`src/rtl/uart_pkg.sv`:
```
// Shared types and helpers for the UART transmit side: arbiter FSM states
// and frame-length arithmetic.
package uart_pkg;

  localparam int UART_BITS_OVERHEAD = 2;

  typedef enum logic [1:0] {
    IDLE,
    START,
    WAIT
  } arb_state_t;

  // Clock cycles one frame occupies on the line: start + data + stop bits, plus any guard time.
  function automatic int frame_cycles(input int baud_divisor, input int frame_size, input int guard);
    return baud_divisor * (frame_size + UART_BITS_OVERHEAD) + guard;
  endfunction

endpackage

```
`src/rtl/rr_arbiter.sv`:
```
// Combinational round-robin arbiter: picks the first set request at or above
// ptr, wrapping around, and reports it as one-hot grant plus index.
module rr_arbiter #(
  parameter int NUM_REQ = 4
) (
  input  logic [NUM_REQ-1:0]                          req,
  input  logic [$clog2(NUM_REQ > 1 ? NUM_REQ : 2)-1:0] ptr,
  input  logic                                        enable,
  output logic [NUM_REQ-1:0]                          grant,
  output logic [$clog2(NUM_REQ > 1 ? NUM_REQ : 2)-1:0] grant_idx
);

  localparam int IW = $clog2(NUM_REQ > 1 ? NUM_REQ : 2);

  int idx;

  // Scan from farthest to nearest so the candidate closest to ptr is the last to be written.
  always_comb begin
    grant     = '0;
    grant_idx = '0;
    idx       = 0;
    if (enable) begin
      for (int k = NUM_REQ - 1; k >= 0; k--) begin
        idx = (int'(ptr) + k) % NUM_REQ;
        if (req[idx]) begin
          grant      = '0;
          grant[idx] = 1'b1;
          grant_idx  = IW'(idx);
        end
      end
    end
  end

endmodule

```
`src/rtl/uart_tx_arbiter.sv`:
```
// Round-robin sharing of one uart_tx_control among NUM_REQ byte producers, one byte per grant.
// Optional grant locking for multi-byte messages is enabled with `define UART_TX_ARB_LOCK_EN.
module uart_tx_arbiter
  import uart_pkg::*;
#(
  parameter int NUM_REQ      = 4,
  parameter int FRAME_SIZE   = 8,
  parameter int BAUD_DIVISOR = 10417,
  parameter int GUARD_CYCLES = 0
) (
  input  logic                                        clk,
  input  logic                                        rst,
  input  logic [NUM_REQ-1:0]                          req_valid,
  input  logic [NUM_REQ*FRAME_SIZE-1:0]               req_data,
  input  logic [NUM_REQ-1:0]                          req_lock,
  output logic [NUM_REQ-1:0]                          req_ready,
  output logic [FRAME_SIZE-1:0]                       tx_data,
  output logic                                        tx_start,
  output logic                                        busy,
  output logic [$clog2(NUM_REQ > 1 ? NUM_REQ : 2)-1:0] grant_id
);

  localparam int IW           = $clog2(NUM_REQ > 1 ? NUM_REQ : 2);
  localparam int FRAME_CYCLES = frame_cycles(BAUD_DIVISOR, FRAME_SIZE, GUARD_CYCLES);
  localparam int CW           = $clog2(FRAME_CYCLES + 1);

  arb_state_t          state, state_next;
  logic [CW-1:0]       counter;
  logic [IW-1:0]       rr_ptr, win_idx, ptr_next;
  logic [NUM_REQ-1:0]  arb_req, win_onehot;
  logic                arb_en, accept, frame_done;

  assign frame_done = (state == WAIT) && (counter == '0);

`ifdef UART_TX_ARB_LOCK_EN
  logic lock_q;
  logic lock_hold;

  // While the previous owner keeps its lock raised, only it may win.
  assign lock_hold = lock_q && req_lock[grant_id];

  always_comb begin
    arb_req = req_valid;
    if (lock_hold) arb_req = req_valid & (NUM_REQ'(1) << grant_id);
  end

  always_ff @(posedge clk or posedge rst) begin
    if (rst)                                        lock_q <= 1'b0;
    else if (frame_done)                            lock_q <= req_lock[grant_id];
    else if (state == IDLE && !req_lock[grant_id])  lock_q <= 1'b0;
  end
`else
  logic unused_lock;
  assign unused_lock = ^req_lock;
  assign arb_req     = req_valid;
`endif

  assign arb_en = (state == IDLE) && !rst;

  rr_arbiter #(.NUM_REQ(NUM_REQ)) u_rr (
    .req       (arb_req),
    .ptr       (rr_ptr),
    .enable    (arb_en),
    .grant     (win_onehot),
    .grant_idx (win_idx)
  );

  assign req_ready = win_onehot;
  assign accept    = |win_onehot;
  assign ptr_next  = (int'(win_idx) == NUM_REQ - 1) ? '0 : win_idx + IW'(1);

  always_comb begin
    state_next = state;
    tx_start   = 1'b0;
    busy       = 1'b0;
    case (state)
      IDLE:  if (accept) state_next = START;
      START: begin
        tx_start   = 1'b1;
        busy       = 1'b1;
        state_next = WAIT;
      end
      WAIT: begin
        busy = 1'b1;
        if (frame_done) state_next = IDLE;
      end
      default: state_next = IDLE;
    endcase
  end

  // The transmitter has no done output, so the frame is timed here from the tx_start pulse.
  always_ff @(posedge clk or posedge rst) begin
    if (rst) begin
      state    <= IDLE;
      tx_data  <= '0;
      grant_id <= '0;
      rr_ptr   <= '0;
      counter  <= '0;
    end else begin
      state <= state_next;
      if (accept) begin
        tx_data  <= req_data[win_idx*FRAME_SIZE +: FRAME_SIZE];
        grant_id <= win_idx;
        rr_ptr   <= ptr_next;
      end
      if (state == START)                       counter <= CW'(FRAME_CYCLES - 1);
      else if (state == WAIT && counter != '0)  counter <= counter - CW'(1);
    end
  end

endmodule

```
`config.mk`:
```
export PLATFORM = sky130hd
export DESIGN_NAME = uart_tx_arbiter
export DESIGN_NICKNAME = d
export VERILOG_FILES = /design/src/rtl/uart_pkg.sv /design/src/rtl/rr_arbiter.sv /design/src/rtl/uart_tx_arbiter.sv
export SDC_FILE = /design/constraint.sdc
export NUM_CORES = 1
export LEC_CHECK = 0
export ABC_CLOCK_PERIOD_IN_PS = 5800
export CAP_MARGIN = 15
export CORE_ASPECT_RATIO = 0.8
export CORE_MARGIN = 2
export CORE_UTILIZATION = 45
export DETAILED_ROUTE_END_ITERATION = 10
export PLACE_DENSITY = 0.74
export SLEW_MARGIN = 10
export SYNTH_ARGS = -nofsm -noshare
export SYNTH_HDL_FRONTEND = slang
export SYNTH_SLANG_ARGS = --single-unit
```
`constraint.sdc`:
```
create_clock -name clk -period 5.8 [get_ports clk]
set_clock_uncertainty 0.15 [all_clocks]
set_input_delay 1.16 -clock clk [delete_from_list [all_inputs] [get_ports clk]]
set_output_delay 1.16 -clock clk [all_outputs]
set_load 0.02 [all_outputs]
```
Word-level counts from Yosys, hierarchy flattened --
Index checks and enable logic that the tools add are counted. Widths: inputs -> output; s select.
Cells by class: bitwise logic cells 3, shift-type cells 1, add/sub/neg operators 5, $lt $le $gt $ge 8, equal/unequal tests 5, muxes and demuxes 37, reductions and logical operators 18
Operators with widths (number):
- $mux 17 | 2
- $shiftx 32x6->8 | 1
- $mux 4 | 5
- $logic_not 17->1 | 1
- $reduce_bool 17->1 | 1
- $sub 17x1->17 const B | 1
- $mux 2 | 8
- $mux 1 | 13
- $lt 3x4->1 const B | 3
- $ge 3x1->1 const B | 3
- $bmux 1 s2 | 4
- $demux 1 s2 | 4
- $reduce_or 2->1 | 4
- $logic_and 1x1->1 | 7
- $pmux 2 s3 | 1
- $add 2x1->2 const B | 2
- $add 2x2->2 const B | 2
- $eq 2x1->1 const B | 2
- $ne 2x2->1 const B | 2
- $reduce_or 4->1 | 1
- $and 1x1->1 const A | 3
- $lt 2x3->1 const B | 1
- $eq 2x2->1 const B | 1
- $ge 2x1->1 const B | 1
- 4 further kinds | 4
Word-level totals: output and inout port bits 16, logic and storage cells 82, bits in registers 31, input port bits 42

Logic depth before layout (Yosys ltp) --
word-level depth 15, gate-level depth with buffers 12, mapped depth without buffers 8

By module --
A second synthesis with hierarchy kept.
Second synthesis, totals: cell total of the unflattened synthesis 210, area, all modules 2272.2 sq um
By module, submodules not included:
- uart_tx_arbiter | cells an instance 156, seq. area each 775.7 sq um, area an instance 1786.7 sq um, instances 1
- rr_arbiter | cells an instance 54, seq. area each 0.0 sq um, area an instance 485.5 sq um, instances 1

Worst setup path after synthesis --
Ideal clock, no wire load.
path type input -> output, start point input req_valid[1], end point output req_ready[1], stages on the path 5, required time 4490 ps, arrival time 2400 ps, path buffers 1, path slack 2090 ps, cell sequence clkbuf_1 mux2_2 nor4b_1 a31oi_1 a31oi_1
On the way: word-level cells in the longest chain between the ends 8, elaborated cells between the ends (all ways) 16, those cells by class 16 x mux
RTL lines:
- start, declared | line uart_tx_arbiter.sv:13 | input logic [NUM_REQ-1:0] req_valid,
- $bmux 1 s2 | line rr_arbiter.sv:25 | if (req[idx]) begin
- $mux 1 (implied by the code) (2 in a row) | line rr_arbiter.sv:25
- $mux 4 (3 in a row) | line rr_arbiter.sv:25
- $mux 4 (*) | line rr_arbiter.sv:25
- $mux 4 (*) | line rr_arbiter.sv:22 | if (enable) begin
- end, declared | line uart_tx_arbiter.sv:16 | output logic [NUM_REQ-1:0] req_ready,
Mark *: on every way between the ends. The rest lies on a longest branch, timed or not. The select of a mux whose other input is x is not followed.

Final worst setup path --
start point register rr_ptr[0], end point output req_ready[1]
On the way: word-level cells in the longest chain between the ends 12, elaborated cells between the ends (all ways) 45, those cells by class 3 x add/sub; 8 x order compare; 24 x mux; 3 x bitwise; 7 x reduce/logical
RTL lines:
- start, declared | line uart_tx_arbiter.sv:29 | logic [IW-1:0] rr_ptr, win_idx, ptr_next;
- start signal, assigned | line uart_tx_arbiter.sv:104 | rr_ptr <= ptr_next;
- $add 2x2->2 | line rr_arbiter.sv:24 | idx = (int'(ptr) + k) % NUM_REQ;
- $reduce_or 2->1 (no line)
- $and 1x1->1 (no line)
- $lt 3x4->1 (implied by the code) / $ge 3x1->1 (equally long branches) | line rr_arbiter.sv:27 | grant[idx] = 1'b1;
- $logic_and 1x1->1 (implied by the code) | line rr_arbiter.sv:27
- $mux 1 (implied by the code) | line rr_arbiter.sv:27
- $demux 1 s2
- $mux 4 (3 in a row) | line rr_arbiter.sv:25
- $mux 4 (*) | line rr_arbiter.sv:25
- $mux 4 (*) | line rr_arbiter.sv:22
Marked as above.

==> flow_summary.json <==
{
  "hpwl_um": 3461,
  "synth_area_leader_cell": "dfrtp_1",
  "viasPerCell": 5.684,
  "grt_setup_unrepaired": "no",
  "grt_pass1_vias": 1771,
  "design_power_total_mw": 1.271,
  "grt_start_max_net_pins": 32,
  "ios": 58,
  "place_ws_ns": 0.9991,
  "hold_buffers": 0,
  "vdd_drop_max_mv": 0.3228,
  "worstSetupEndpointType": "output pin",
  "status": "completed",
  "final_hold_viol_count": 0,
  "maxCapViolCount": 0,
  "clockBufferDepth": 2,
  "fin_util_pct": 59.05,
  "n_antenna_cell": 0,
  "clkLatencyLatePin_ns": 0.29,
  "cts_resized": 0,
  "pwr-share-clk_pct": 13.3,
  "fmax_mhz": 200.7,
  "antenna_found_initial": 0,
  "die_w_um": 84.75,
  "final_cells": 326,
  "final_cell_mix": "clkdlybuf4s50_1, dfrtp_1, ha_1",
  "switching_share_pct": 40.28,
  "cp.required_ns": 4.49,
  "htreeDepth": 2,
  "yosys-top-cells-area": "dfrtp_1, mux4_2, ha_1",
  "port_buffers": 53,
  "grt_pass1_wl_um": 7914,
  "synth_area_um2": 2347,
  "leakagePower_nw": 1.133,
  "synth-seq-area-share_pct": 33.05,
  "min_period_ns": 4.984,
  "post_cts_buffers": 0,
  "setup_viol": 0,
  "syn_nets": 272,
  "design.core.area_um2": 5007,
  "synth_enable_flop_cells": 0,
  "seq_area_um2": 775.7,
  "powerDensity_nw_per_um2": 430.0,
  "gp_congestion": 0.7660,
  "dieArea_um2": 5814,
  "comb_power_share_pct": 59.6,
  "row_count": 23,
  "synthArstFlopShare_pct": 100.0,
  "gr-total-overflow": 0,
  "internal_power_mw": 0.7592,
  "cp.arrival_ns": 3.67,
  "ys_types": 46,
  "worst-setup-path-type": "reg -> out",
  "drive_above_1_share_pct": 13.26,
  "ys_seq_elements": 31,
  "place_inst": 318,
  "vias": 1853,
  "synth_flop_cell": "dfrtp_1",
  "avgSynthCellArea_um2": 10.87,
  "clock-sinks": 31,
  "grt_usage_pct": 17.14,
  "routed_wl_um": 4753,
  "start_kind": "register",
  "finalNetCount": 319,
  "layout_commonest_cell": "clkdlybuf4s50_1",
  "syn_inst": 216,
  "finalCritPeriodShare_pct": 85.92,
  "multi_input_area_um2": 1424,
  "area_growth_pct": 25.96,
  "maxSlewViolCount": 0,
  "critPathMaxFanout": 19,
  "synth_top_area_share_pct": 33.05,
  "dr.pass1.iters": 4,
  "fin_tns_setup_ns": 0,
  "clk_pin_slew_ns": 0.07,
  "start_util_pct": 46.88,
  "cts_tree": "done",
  "ant_nets": 0,
  "tightest_slew_ns": 0.8556,
  "hp-class": "reg -> reg",
  "fin_ws_ns": 0.8164,
  "fill_cells": 445,
  "drc": 0,
  "cts_made_buffers": 5,
  "drt_iter0_markers": 76,
  "relSlewSlack_pct": 42.90,
  "yosys_warnings": 0,
  "avgRoutedWirePerCell_um": 14.58,
  "die_h_um": 68.60,
  "cts_root_buffer": "clkbuf_8",
  "switching_power_mw": 0.5120,
  "seqPwrFrac_pct": 27.1
}
## path summary, 6_finish.rpt
path	from	endpoint	slack (ns)	depth (start not counted)
setup / recovery	rr_ptr[0]	req_ready[1]	0.82	7
hold / removal	counter[3]	counter[3]	0.36	2
setup reg to reg	rr_ptr[0]	tx_data[2]	1.76	8
hold reg to reg	counter[3]	counter[3]	0.36	2
max in group asynchronous	rst	counter[14]	4.07	3
min in group asynchronous	rst	state[0]	1.14	3
## sequential cells by signal, summed over array words and instances, names as in the netlist
| signal | count |
|---|---|
| counter | 17 |
| grant_id | 2 |
| rr_ptr | 2 |
| state | 2 |
| tx_data | 8 |
## metal layers
layer	vias to the layer above	part of all wire, %	wire [um]	global-route usage, %
met5	-	0	0	0
met4	0	1.5	72	6.548
met3	8	6.4	306	4.405
met2	60	42	2018	27.07
met1	881	50	2356	22.99
li1	904	-	-	-
## area by class of cell
cell class	instances	share of cell area, %
Clock buffer	6	2.455
Clock inverter	2	0.4232
Inverter	8	1.904
Multi-Input combinational cell	163	48.16
Sequential cell	31	26.24
Tap cell	62	2.624
Timing Repair Buffer	54	18.20
## through the flow
step	hold WS (ns)	instance area, um^2
6_report	0.3610	2957
5_1_grt	0.3804	2957
4_1_cts	0.3594	2957
3_5_place_dp	0.3394	2872
3_3_place_gp	0.3356	2872
2_1_floorplan	0.3131	2347
## logic make-up (layout without fill, tap and decap cells)
family / after synthesis / in the layout / share of synthesized area, %
AOI/OAI and AO/OA: 46 / 46 / 13.01
xor gates and xnor gates: 11 / 11 / 4.105
adders and majority gates: 14 / 14 / 7.463
buffers and inverters: 22 / 70 / 6.290
DFF: 31 / 31 / 33.05
muxes: 32 / 32 / 20.10
and+or+nand+nor: 60 / 60 / 15.99
## power by group through the flow
stage / logic (mW) / registers, mW / clock network, mW
after CTS: 0.764 / 0.344 / 0.175
final: 0.758 / 0.344 / 0.169
after detailed placement: 0.761 / 0.345 / 0
after global placement: 0.747 / 0.346 / 0
after floorplan: 0.558 / 0.369 / 0
after global routing: 0.826 / 0.354 / 0.181
## Yosys cell counts, drive strengths merged, types with 7 or more instances
master / instances
dfrtp: 31
ha: 14
mux2: 14
o21ai: 13
nor2: 11
mux2i: 10
buf: 9
nor3: 9
xnor2: 9
a21oi: 8
a31oi: 8
mux4: 8
inv: 7
nand2b: 7
## critical path, stage by stage (launching register included)
cell	delay (ns)
dfrtp_1	0.79
bufinv_16	0.26
ha_1	0.49
mux2_2	0.43
nor4b_1	0.28
a31oi_1	0.08
a31oi_1	0.36
clkdlybuf4s50_1	0.68
Note: power is estimated with default switching activity, not from simulation.
